[config.mk]
export PLATFORM = sky130hd
export DESIGN_NAME = nx_fifo_flex
export DESIGN_NICKNAME = d
export VERILOG_FILES = /design/src/rtl/nx_fifo_flex_pkg.sv /design/src/rtl/nx_fifo_flex_ctrl.sv /design/src/rtl/nx_fifo_flex.sv
export SDC_FILE = /design/constraint.sdc
export NUM_CORES = 1
export LEC_CHECK = 0
export ABC_AREA = 1
export CORE_MARGIN = 3
export CORE_UTILIZATION = 63
export DETAILED_ROUTE_END_ITERATION = 7
export GPL_ROUTABILITY_DRIVEN = 0
export PLACE_DENSITY = 0.82
export SETUP_SLACK_MARGIN = 0.05
export SKIP_LAST_GASP = 1
export SLEW_MARGIN = 25
export SYNTH_ARGS = -nofsm -noshare
export SYNTH_HDL_FRONTEND = slang
export SYNTH_SLANG_ARGS = --single-unit
[constraint.sdc]
create_clock -name i_clk -period 35.9 [get_ports i_clk]
set_clock_uncertainty 0.15 [all_clocks]
set_input_delay 10.77 -clock i_clk [delete_from_list [all_inputs] [get_ports i_clk]]
set_output_delay 10.77 -clock i_clk [all_outputs]
set_load 0.02 [all_outputs]
[src/rtl/nx_fifo_flex_pkg.sv]
// nx_fifo_flex_pkg: shared sizing helpers, pointer wrap increment and the
// overflow/underflow status struct used by the nx_fifo_flex slice.
package nx_fifo_flex_pkg;

    typedef struct packed {
        logic overflow;
        logic underflow;
    } nx_flow_t;

    // Width able to hold 0..depth inclusive.
    function automatic int unsigned nx_cw(input int unsigned depth);
        return $clog2(depth + 1);
    endfunction

    function automatic int unsigned nx_ptr_w(input int unsigned depth);
        return (depth > 2) ? $clog2(depth) : 1;
    endfunction

    // Wraps at depth-1 so non-power-of-2 depths work.
    function automatic logic [31:0] nx_ptr_inc(input logic [31:0] ptr, input int unsigned depth);
        return (ptr == depth - 1) ? 32'd0 : ptr + 32'd1;
    endfunction

endpackage

[src/rtl/nx_fifo_flex_ctrl.sv]
// nx_fifo_flex_ctrl: data-less FIFO control (pointers, occupancy, flags,
// high watermark, registered overflow/underflow pulses).
// Ports:
//   i_clk, i_rst (sync, active high), i_wen, i_ren, i_clear (sync flush)
//   o_wa            accepted write this cycle (storage write enable)
//   o_wptr, o_rptr  storage pointers
//   o_empty, o_full, o_almost_full, o_almost_empty  flags from count
//   o_used_slots, o_free_slots, o_high_water       occupancy
//   o_overflow, o_underflow                        one-cycle pulses
// Optional: define NX_FIFO_FLEX_FLOW_ASSERT to enable SVA on the pulses.
module nx_fifo_flex_ctrl
    import nx_fifo_flex_pkg::*;
#(
    parameter int unsigned DEPTH         = 8,
    parameter int unsigned AFULL_THRESH  = DEPTH - 1,
    parameter int unsigned AEMPTY_THRESH = 1,
    localparam int unsigned CW           = nx_cw(DEPTH),
    localparam int unsigned PW           = nx_ptr_w(DEPTH)
) (
    input  logic          i_clk,
    input  logic          i_rst,
    input  logic          i_wen,
    input  logic          i_ren,
    input  logic          i_clear,
    output logic          o_wa,
    output logic [PW-1:0] o_wptr,
    output logic [PW-1:0] o_rptr,
    output logic          o_empty,
    output logic          o_full,
    output logic          o_almost_full,
    output logic          o_almost_empty,
    output logic [CW-1:0] o_used_slots,
    output logic [CW-1:0] o_free_slots,
    output logic [CW-1:0] o_high_water,
    output logic          o_overflow,
    output logic          o_underflow
);

    localparam logic [CW-1:0] DepthC  = CW'(DEPTH);
    localparam logic [CW-1:0] AfullC  = CW'(AFULL_THRESH);
    localparam logic [CW-1:0] AemptyC = CW'(AEMPTY_THRESH);

    if (AFULL_THRESH > DEPTH) begin : g_bad_afull
        $error("nx_fifo_flex: AFULL_THRESH must not exceed DEPTH");
    end
    if (AEMPTY_THRESH >= DEPTH) begin : g_bad_aempty
        $error("nx_fifo_flex: AEMPTY_THRESH must be below DEPTH");
    end

    logic [PW-1:0] r_wptr, r_rptr, w_wptr_d, w_rptr_d;
    logic [CW-1:0] r_count, w_count_d, r_high_water, w_high_water_d;
    nx_flow_t      r_flow, w_flow_d;
    logic          w_wa, w_ra, w_empty, w_full;

    always_comb begin
        w_empty = (r_count == '0);
        w_full  = (r_count == DepthC);
        // clear suppresses both transfers in its cycle
        w_wa    = i_wen & ~w_full & ~i_clear;
        w_ra    = i_ren & ~w_empty & ~i_clear;

        w_wptr_d       = r_wptr;
        w_rptr_d       = r_rptr;
        w_count_d      = r_count;
        w_high_water_d = r_high_water;
        if (i_clear) begin
            w_wptr_d       = '0;
            w_rptr_d       = '0;
            w_count_d      = '0;
            w_high_water_d = '0;
        end else begin
            if (w_wa) w_wptr_d = PW'(nx_ptr_inc(32'(r_wptr), DEPTH));
            if (w_ra) w_rptr_d = PW'(nx_ptr_inc(32'(r_rptr), DEPTH));
            w_count_d      = r_count + CW'(w_wa) - CW'(w_ra);
            w_high_water_d = (w_count_d > r_high_water) ? w_count_d : r_high_water;
        end

        w_flow_d.overflow  = i_wen & w_full & ~i_clear;
        w_flow_d.underflow = i_ren & w_empty & ~i_clear;
    end

    always_ff @(posedge i_clk) begin
        if (i_rst) begin
            r_wptr       <= '0;
            r_rptr       <= '0;
            r_count      <= '0;
            r_high_water <= '0;
            r_flow       <= '0;
        end else begin
            r_wptr       <= w_wptr_d;
            r_rptr       <= w_rptr_d;
            r_count      <= w_count_d;
            r_high_water <= w_high_water_d;
            r_flow       <= w_flow_d;
        end
    end

    assign o_wa           = w_wa;
    assign o_wptr         = r_wptr;
    assign o_rptr         = r_rptr;
    assign o_empty        = w_empty;
    assign o_full         = w_full;
    assign o_almost_full  = (r_count >= AfullC);
    assign o_almost_empty = (r_count <= AemptyC);
    assign o_used_slots   = r_count;
    assign o_free_slots   = DepthC - r_count;
    assign o_high_water   = r_high_water;
    assign o_overflow     = r_flow.overflow;
    assign o_underflow    = r_flow.underflow;

`ifdef NX_FIFO_FLEX_FLOW_ASSERT
    a_no_overflow: assert property (@(posedge i_clk) !r_flow.overflow)
        else $error("nx_fifo_flex: overflow");
    a_no_underflow: assert property (@(posedge i_clk) !r_flow.underflow)
        else $error("nx_fifo_flex: underflow");
`endif

endmodule

[src/rtl/nx_fifo_flex.sv]
// nx_fifo_flex: single-clock show-ahead FIFO, any DEPTH >= 2.
// Ports:
//   i_clk, i_rst (sync, active high), i_wen, i_ren, i_clear, i_wdata
//   o_rdata (head entry, zero-latency), o_empty, o_full, o_almost_full,
//   o_almost_empty, o_used_slots, o_free_slots, o_high_water,
//   o_overflow, o_underflow
// Optional: define NX_FIFO_FLEX_PARITY_EN to store even parity per entry and
// add o_parity_err; w_inj_mask is a force hook for corrupting written words.
module nx_fifo_flex
    import nx_fifo_flex_pkg::*;
#(
    parameter int unsigned DEPTH         = 8,
    parameter int unsigned WIDTH         = 128,
    parameter int unsigned AFULL_THRESH  = DEPTH - 1,
    parameter int unsigned AEMPTY_THRESH = 1,
    parameter int unsigned DATA_RESET    = 1,
    localparam int unsigned CW           = nx_cw(DEPTH),
    localparam int unsigned PW           = nx_ptr_w(DEPTH)
) (
    input  logic             i_clk,
    input  logic             i_rst,
    input  logic             i_wen,
    input  logic             i_ren,
    input  logic             i_clear,
    input  logic [WIDTH-1:0] i_wdata,
    output logic [WIDTH-1:0] o_rdata,
    output logic             o_empty,
    output logic             o_full,
    output logic             o_almost_full,
    output logic             o_almost_empty,
    output logic [CW-1:0]    o_used_slots,
    output logic [CW-1:0]    o_free_slots,
    output logic [CW-1:0]    o_high_water,
    output logic             o_overflow,
    output logic             o_underflow
`ifdef NX_FIFO_FLEX_PARITY_EN
    ,
    output logic             o_parity_err
`endif
);

`ifdef NX_FIFO_FLEX_PARITY_EN
    localparam int unsigned SW = WIDTH + 1;
`else
    localparam int unsigned SW = WIDTH;
`endif

    logic [SW-1:0] r_mem [DEPTH];
    logic [SW-1:0] w_wr_word, w_head;
    logic [PW-1:0] w_wptr, w_rptr;
    logic          w_wa, w_empty;

    nx_fifo_flex_ctrl #(
        .DEPTH        (DEPTH),
        .AFULL_THRESH (AFULL_THRESH),
        .AEMPTY_THRESH(AEMPTY_THRESH)
    ) u_ctrl (
        .i_clk         (i_clk),
        .i_rst         (i_rst),
        .i_wen         (i_wen),
        .i_ren         (i_ren),
        .i_clear       (i_clear),
        .o_wa          (w_wa),
        .o_wptr        (w_wptr),
        .o_rptr        (w_rptr),
        .o_empty       (w_empty),
        .o_full        (o_full),
        .o_almost_full (o_almost_full),
        .o_almost_empty(o_almost_empty),
        .o_used_slots  (o_used_slots),
        .o_free_slots  (o_free_slots),
        .o_high_water  (o_high_water),
        .o_overflow    (o_overflow),
        .o_underflow   (o_underflow)
    );

`ifdef NX_FIFO_FLEX_PARITY_EN
    logic [SW-1:0] w_inj_mask;
    assign w_inj_mask = '0;
    // Top bit holds even parity so the XOR of a clean stored word is 0.
    assign w_wr_word  = {^i_wdata, i_wdata} ^ w_inj_mask;
`else
    assign w_wr_word  = i_wdata;
`endif

    // Storage is deliberately not reset.
    always_ff @(posedge i_clk) begin
        if (w_wa && !i_rst) begin
            r_mem[w_wptr] <= w_wr_word;
        end
    end

    assign w_head  = r_mem[w_rptr];
    assign o_empty = w_empty;
    assign o_rdata = ((DATA_RESET != 0) && w_empty) ? '0 : w_head[WIDTH-1:0];

`ifdef NX_FIFO_FLEX_PARITY_EN
    assign o_parity_err = ~w_empty & (^w_head);
`endif

endmodule

==> out/results.tsv, run 1 <==
stage	metric	value	unit
run_status	status	finished, final reports clean	
global_routing	initial antenna violation count	13	
hold_path	Hold Path Class	reg2reg	
final_layout	share of post-route cells with drive strength above 1	0.05442	
global_routing	vias in the first global route	26550	
clock_tree	CTS root buf	clkbuf_16	
critical_path	WP buf/inv	4	
die	Core Region	65050	µm²
final_layout	Reg area	31140	µm²
pwr	P_leak	16.11	nW
placement	area post-placement	44800	µm²
clock_tree	Clock Latency Late Sink	0.64	ns
drt	drt first-iter violations	3216	
drt	DRT Pass-1 Iters	6	
pwr	VDD IR-drop max	41.07	µV
synthesis	synthesized net count	3600	
sta	Slew @ Worst Pin	1.064	ns
synthesis	Synth Area in Compound Gates	0.07840	
clock_tree	CTS tree	built	
global_routing	largest net degree at the start of global routing	318	
drt	Final ANT Viol Nets	0	
sta	Sum Neg Setup Slack	0	ns
critical_path	Critical Path AT	5.13	ns
final_layout	cell area after layout	48350	µm²
critical_path	WP depth	10	
critical_path	Crit Path Category	reg2out	
critical_path	CP Launch Type	flip-flop	
synthesis	post-synthesis adder-cell area fraction	0.006773	
sta	total count of hold-check failures in the final report	0	
drt	drt drc	0	
die	Die X-Extent	263.4	µm
drt	wire length per cell	20.39	µm
drt	via/cell ratio	5.832	
placement	HPWL after DPL	45510	µm
sta	RSZ-0062 raised after global routing	no	
critical_path	CP Cell Sequence	buf_12 -> buf_4 -> buf_6 -> nor2_1 -> nor2_1 -> o21ai_0 -> o21ai_1 -> nor2_1 -> nor2_1 -> clkdlybuf4s50_1	
critical_path	most used cell, CP	nor2_1	
final_layout	Multi-input gate area	9366	µm²
sta	Final period util	0.4470	
final_layout	commonest cells after routing, fill and taps aside	1175 x nor2_1, 1024 x edfxtp_1, 338 x o21ai_0, 309 x o21ai_1, 278 x clkdlybuf4s50_1	
synthesis	largest family of logic cells by synthesized area	simple AND/OR/NAND/NOR gates	
sta	Max Slew Vio Count	0	
die	initial core utilization	0.6419	
sta	min Tclk post-route	16.05	ns
drt	via count	26800	
clock_tree	htree depth	3	
synthesis	Syn Area/Cell	12.12	µm²
die	# rows	93	
sta	final setup violation count	0	
pwr	total power	2.638	mW
synthesis	post-synthesis mux area share	0	
clock_tree	hold_buf cts	0	
synthesis	Synth Area in Simple Gates	0.1370	
die	Die Ht	263.4	µm
critical_path	cells on worst reg2reg path	23	
final_layout	nets	3801	
clock_tree	CTS Sinks	1043	
global_routing	first-pass GRT wire length	143800	µm
global_routing	gr usage total	0.2652	
clock_tree	post-CTS setup buffers	0	
critical_path	CP Data Required Time	24.98	ns
clock_tree	Worst-path clk slew	0.06	ns
die	die area	69400	µm²
hold_path	Hold Crit Depth	2	
global_routing	grt total ovfl	0	
synthesis	Seq/Total Area, Yosys	0.7456	
final_layout	commonest non-fill, non-tap cell in the layout	nor2_1	
critical_path	crit end category	primary output	
critical_path	Top Family by Delay on Critical Path	buffers and inverters	
synthesis	Syn. warnings	0	
synthesis	Mapped Cells	3445	
synthesis	Seq cells post-synth	1043	
pwr	pwr dens	54.56	nW/µm²
sta	Slew HR	0.2907	
synthesis	Post-Syn Area	41750	µm²
drt	Post-Route WL	93690	µm
synthesis	post-synthesis xor/xnor area fraction	0.0006293	
die	Boundary Pins	279	
placement	Port-buffer cells	278	
clock_tree	CTS-repair resized insts	0	
sta	Max Freq	0.06231	GHz
critical_path	Critical Path Slowest Stage Cell	dfxtp_4	
critical_path	crit-path max cell delay	0.95	ns
clock_tree	Clock Path Buffers	3	
clock_tree	CTS buffer count	100	
synthesis	Netlist cell types	24	
final_layout	Fillers	3840	
flow_run	Max-Cap Viols	0	
critical_path	CP Max Fanout	107	
final_layout	synthesis-to-layout area growth	15.81	%
==> layer usage <==
metal  vias up  share of wire  track usage  wire length [µm]
met4        10          0.023      0.09805              2129
met5         -        0.00073            0                68
li1      12480              -            -                 -
met2      1217           0.52       0.4659             48570
met1     12930           0.37       0.3317             34900
met3       164          0.086      0.04673              8014
==> kinds of logic (layout without fill, tap and decap cells) <==
group,count (synthesis),count (layout)
adder cells (fa/ha/maj),22,22
AO/OA/AOI/OAI,654,654
flip-flops,1043,1043
other,0,10
AND/OR/NAND/NOR,1478,1478
XOR/XNOR,3,3
buffers and inverters,245,530
==> area by class of cell <==
cell class | instances | share of cell area
Clock inverter | 73 | 0.01837
Multi-Input combinational cell | 2157 | 0.1937
Inverter | 31 | 0.003002
Tap cell | 855 | 0.02212
Timing Repair Buffer | 313 | 0.06459
Clock buffer | 113 | 0.05364
Antenna cell | 10 | 0.0005175
Sequential cell | 1043 | 0.6440
==> final timing paths <==
check | start | end | slack [ns]
min | u_ctrl.o_wptr[0]$_SDFFE_PP0P_ | u_ctrl.o_wptr[0]$_SDFFE_PP0P_ | 0.36
min reg2reg | u_ctrl.o_wptr[0]$_SDFFE_PP0P_ | u_ctrl.o_wptr[0]$_SDFFE_PP0P_ | 0.36
max reg2reg | u_ctrl.o_used_slots[0]$_SDFF_PP0_ | u_ctrl.o_high_water[3]$_SDFFE_PP0N_ | 30.93
max | flip-flop | o_rdata[7] | 19.85
==> synth_stat cells, drive strengths merged <==
cell	count	area (µm²)
xnor2	1	8.760
edfxtp	1024	30750
clkbuf	91	345.3
ha	21	262.8
nor3	4	20.02
fa	1	20.02
nand2	159	596.8
xor2	2	17.52
o21ai	647	3238
nand3	133	665.6
nor2	1181	4433
a21oi	7	35.03
inv	31	118.9
buf	123	852.1
dfxtp	19	380.4
or2	1	6.260
==> worst register-to-register path: cells and delay by family (launching register included) <==
kind          cells  cell delay (ns)
buf+inv           7             1.29
flops             1             0.47
fa+ha+maj         5             1.28
simple gates     10             1.43
xor+xnor          1             0.29
==> report_power, final <==
| group | switching [mW] | leakage (nW) | total, mW | internal, mW |
|---|---|---|---|---|
| logic | 0.121 | 5.05 | 0.190 | 0.0697 |
| clock network | 0.444 | 1.68 | 1.10 | 0.652 |
| registers | 0.00561 | 9.38 | 1.35 | 1.35 |
==> sequential cells by signal, indices dropped and copies added (netlist names), named ones only <==
| signal | count |
|---|---|
| r_mem | 1024 |
| u_ctrl.o_high_water | 4 |
| u_ctrl.o_overflow | 1 |
| u_ctrl.o_rptr | 3 |
| u_ctrl.o_underflow | 1 |
| u_ctrl.o_used_slots | 4 |
| u_ctrl.o_wptr | 3 |
==> stage by stage <==
stage / setup slack, ns / hold slack [ns] / util / instances
global route: 19.40 / 0.4034 / 0.7432 / 4590
floorplan: 15.11 / 0.3245 / - / 3445
finish: 19.85 / 0.3631 / 0.7434 / 4595
detailed placement: 19.83 / 0.3523 / 0.6887 / 4398
CTS: 19.09 / 0.3650 / 0.7423 / 4584
global placement: 19.86 / 0.3414 / 0.6887 / 4398
Power figures use the tool's default switching activity.
==> inputs of run 2 (changes only) <==
--- a/config.mk
+++ b/config.mk
@@ -7,10 +7,10 @@
 export LEC_CHECK = 0
 export ABC_AREA = 1
 export CORE_MARGIN = 3
-export CORE_UTILIZATION = 63
+export CORE_UTILIZATION = 53
 export DETAILED_ROUTE_END_ITERATION = 7
 export GPL_ROUTABILITY_DRIVEN = 0
-export PLACE_DENSITY = 0.82
+export PLACE_DENSITY = 0.74
 export SETUP_SLACK_MARGIN = 0.05
 export SKIP_LAST_GASP = 1
 export SLEW_MARGIN = 25
==> constraint.sdc (replaced) <==
create_clock -name i_clk -period 13 [get_ports i_clk]
set_clock_uncertainty 0.15 [all_clocks]
set_input_delay 3.9 -clock i_clk [delete_from_list [all_inputs] [get_ports i_clk]]
set_output_delay 3.9 -clock i_clk [all_outputs]
set_load 0.02 [all_outputs]
==> run 2 against run 1 <==
Effect of this change: first-iteration DRC count is 31% lower; sequential share of layout area is 0.10 points lower; largest cell class unchanged; global-route usage is 4.2 points lower; hold slack better by 0.0058 ns; count of clock-buffer cells in the layout is 19 higher; cell count is 3.8% higher; via count is 2.3% lower; routed wire length is 1.1% lower; sequential power grew to 2.8 times the previous value; combinational power grew to 2.8 times the previous value; die area is 18% higher.
==> out/results.tsv, run 2 (synthesized netlist as in run 1, its figures left out) <==
stage	metric	value	unit
run_status	status	finished, final reports clean	
die	Boundary Pins	279	
die	initial core utilization	0.5372	
clock_tree	CTS tree	built	
placement	HPWL after DPL	43750	µm
pwr	Net Sw Frac	0.2197	
hold_path	Endpoint, Worst Hold	u_ctrl.o_wptr[0]$_SDFFE_PP0P_	
die	die area	82180	µm²
drt	DRT Pass-1 Iters	6	
sta	RSZ-0062 raised after global routing	no	
global_routing	gr usage total	0.2230	
critical_path	Critical Path AT	4.70	ns
sta	Fin Hold WS	0.3689	ns
drt	Final ANT Viol Nets	0	
clock_tree	CTS buffer count	104	
clock_tree	post-CTS setup buffers	0	
pwr	combinational fraction of design power	0.073	
global_routing	vias in the first global route	25550	
die	Die Ht	286.7	µm
final_layout	max reg flops	1024	
pwr	pwr dens	147.3	nW/µm²
drt	drt drc	0	
clock_tree	htree depth	3	
global_routing	largest net degree at the start of global routing	302	
die	Core Region	77720	µm²
pwr	Pint	5.565	mW
clock_tree	Worst-path clk slew	0.06	ns
drt	wire length per cell	19.41	µm
clock_tree	CTS root buf	clkbuf_16	
die	Die X-Extent	286.7	µm
global_routing	initial antenna violation count	10	
pwr	P_leak	16.02	nW
critical_path	R2R setup slack	7.74	ns
hold_path	Hold Crit Depth	2	
clock_tree	CTS-repair resized insts	0	
pwr	Seq pwr share	0.523	
sta	total count of hold-check failures in the final report	0	
global_routing	GR met2 Demand/Resource	0.3945	
clock_tree	CTS Sinks	1043	
global_routing	grt met3 use	0.03582	
global_routing	first-pass GRT wire length	142700	µm
critical_path	worst r2r dst	u_ctrl.o_high_water[3]$_SDFFE_PP0N_	
pwr	total power	7.132	mW
critical_path	CP Data Required Time	8.95	ns
hold_path	HP Start	u_ctrl.o_wptr[0]$_SDFFE_PP0P_	
pwr	Clock Power Share	0.403	
critical_path	Crit Path Category	reg2out	
critical_path	crit end category	primary output	
critical_path	reg-to-reg startpoint	u_ctrl.o_used_slots[1]$_SDFF_PP0_	
final_layout	nets	3793	
sta	Max Freq	0.1142	GHz
sta	Slew @ Worst Pin	1.077	ns
drt	Post-Route WL	92610	µm
final_layout	share of post-route cells with drive strength above 1	0.04938	
clock_tree	hold_buf cts	0	
sta	Sum Neg Setup Slack	0	ns
global_routing	met1 global-route usage	0.2824	
critical_path	cells on worst reg2reg path	23	
final_layout	commonest cells after routing, fill and taps aside	1175 x nor2_1, 1024 x edfxtp_1, 338 x o21ai_0, 309 x o21ai_1, 278 x clkdlybuf4s50_1	
drt	via/cell ratio	5.486	
sta	final setup violation count	0	
drt	drt first-iter violations	2212	
clock_tree	Clock Latency Late Sink	0.66	ns
critical_path	CP Max Fanout	87	
drt	via count	26170	
hold_path	Hold Path Class	reg2reg	
placement	Port-buffer cells	278	
final_layout	Top reg by flops	r_mem	
pwr	VDD IR-drop max	118.7	µV
final_layout	synthesis-to-layout area growth	16.00	%
critical_path	CP Launch Type	flip-flop	
sta	Slew HR	0.2818	
sta	Max Slew Vio Count	0	
final_layout	commonest non-fill, non-tap cell in the layout	nor2_1	
pwr	net switching power	1.567	mW
die	# rows	102	
sta	Final period util	0.6734	
global_routing	grt peak-use layer	met2	
global_routing	grt total ovfl	0	
flow_run	Max-Cap Viols	0	
clock_tree	Clock Path Buffers	3	
sta	min Tclk post-route	8.754	ns
## run 2: cell count changes in the layout (fill, tap and decap cells not counted), moves of 2 or more
cell / previous run / this run
clkbuf_1: 11 / 25
buf_12: 4 / 12
clkbuf_16: 102 / 107
clkinvlp_4: 9 / 0
buf_4: 28 / 9
nor3_2: 2 / 0
buf_6: 2 / 0
clkinv_16: 2 / 0
clkinv_8: 0 / 3
diode_2: 10 / 5
bufinv_16: 18 / 7
nor3_4: 0 / 2
clkinv_2: 18 / 23
## run 2: layout make-up
class / count / area, µm²
Antenna cell: 5 / 12.51
Clock buffer: 132 / 2771
Clock inverter: 62 / 535.5
Fill cell: 5746 / 29290
Inverter: 31 / 135.1
Multi-Input combinational cell: 2157 / 9388
Sequential cell: 1043 / 31140
Tap cell: 1040 / 1301
Timing Repair Buffer: 301 / 3146
## run 2: how the worst max path moves through the flow
stage / endpoint / cells past startpoint / slack (ns) / from
after floorplan: r_mem[2][0]$_DFFE_PP_ / 6 / 2.53 / i_wen
after global placement: o_rdata[105] / 9 / 5.05 / flip-flop
after detailed placement: o_rdata[10] / 9 / 4.99 / flip-flop
after CTS: o_rdata[27] / 7 / 4.23 / flip-flop
after global routing: o_rdata[11] / 9 / 4.00 / flip-flop
final: o_rdata[105] / 9 / 4.25 / flip-flop
## run 2: per-stage QoR
step	area, µm²	utilization	instances	setup slack [ns]
3_3_place_gp	45050	0.5796	4570	5.052
2_1_floorplan	41760	-	3445	2.534
3_5_place_dp	45050	0.5796	4570	4.993
5_1_grt	48430	0.6231	4769	4.003
4_1_cts	48350	0.6221	4764	4.232
6_report	48430	0.6231	4771	4.246
## run 2: worst max-delay path, cell delays in order (launching register included)
cell	delay [ns]
dfxtp_4	0.85
buf_4	0.86
buf_4	0.79
nor2_1	0.11
nor2_1	0.11
o21ai_0	0.09
o21ai_1	0.12
nor2_1	0.05
nor2_1	0.27
clkdlybuf4s50_1	0.68
## run 2: layer usage
layer	vias up	wire, µm	share of wire
met1	12740	37310	0.40
met4	10	2066	0.022
met5	-	63	0.00068
li1	12470	-	-
met3	144	5900	0.064
met2	813	47280	0.51
## run 2: power by group through the flow
stage	combinational [mW]	sequential [mW]	clock [mW]
2_1_floorplan	0.291	3.81	0
3_3_place_gp	0.513	3.80	0
3_5_place_dp	0.524	3.80	0
4_1_cts	0.527	3.73	2.93
5_1_grt	0.578	3.73	3.07
6_report	0.524	3.73	2.88
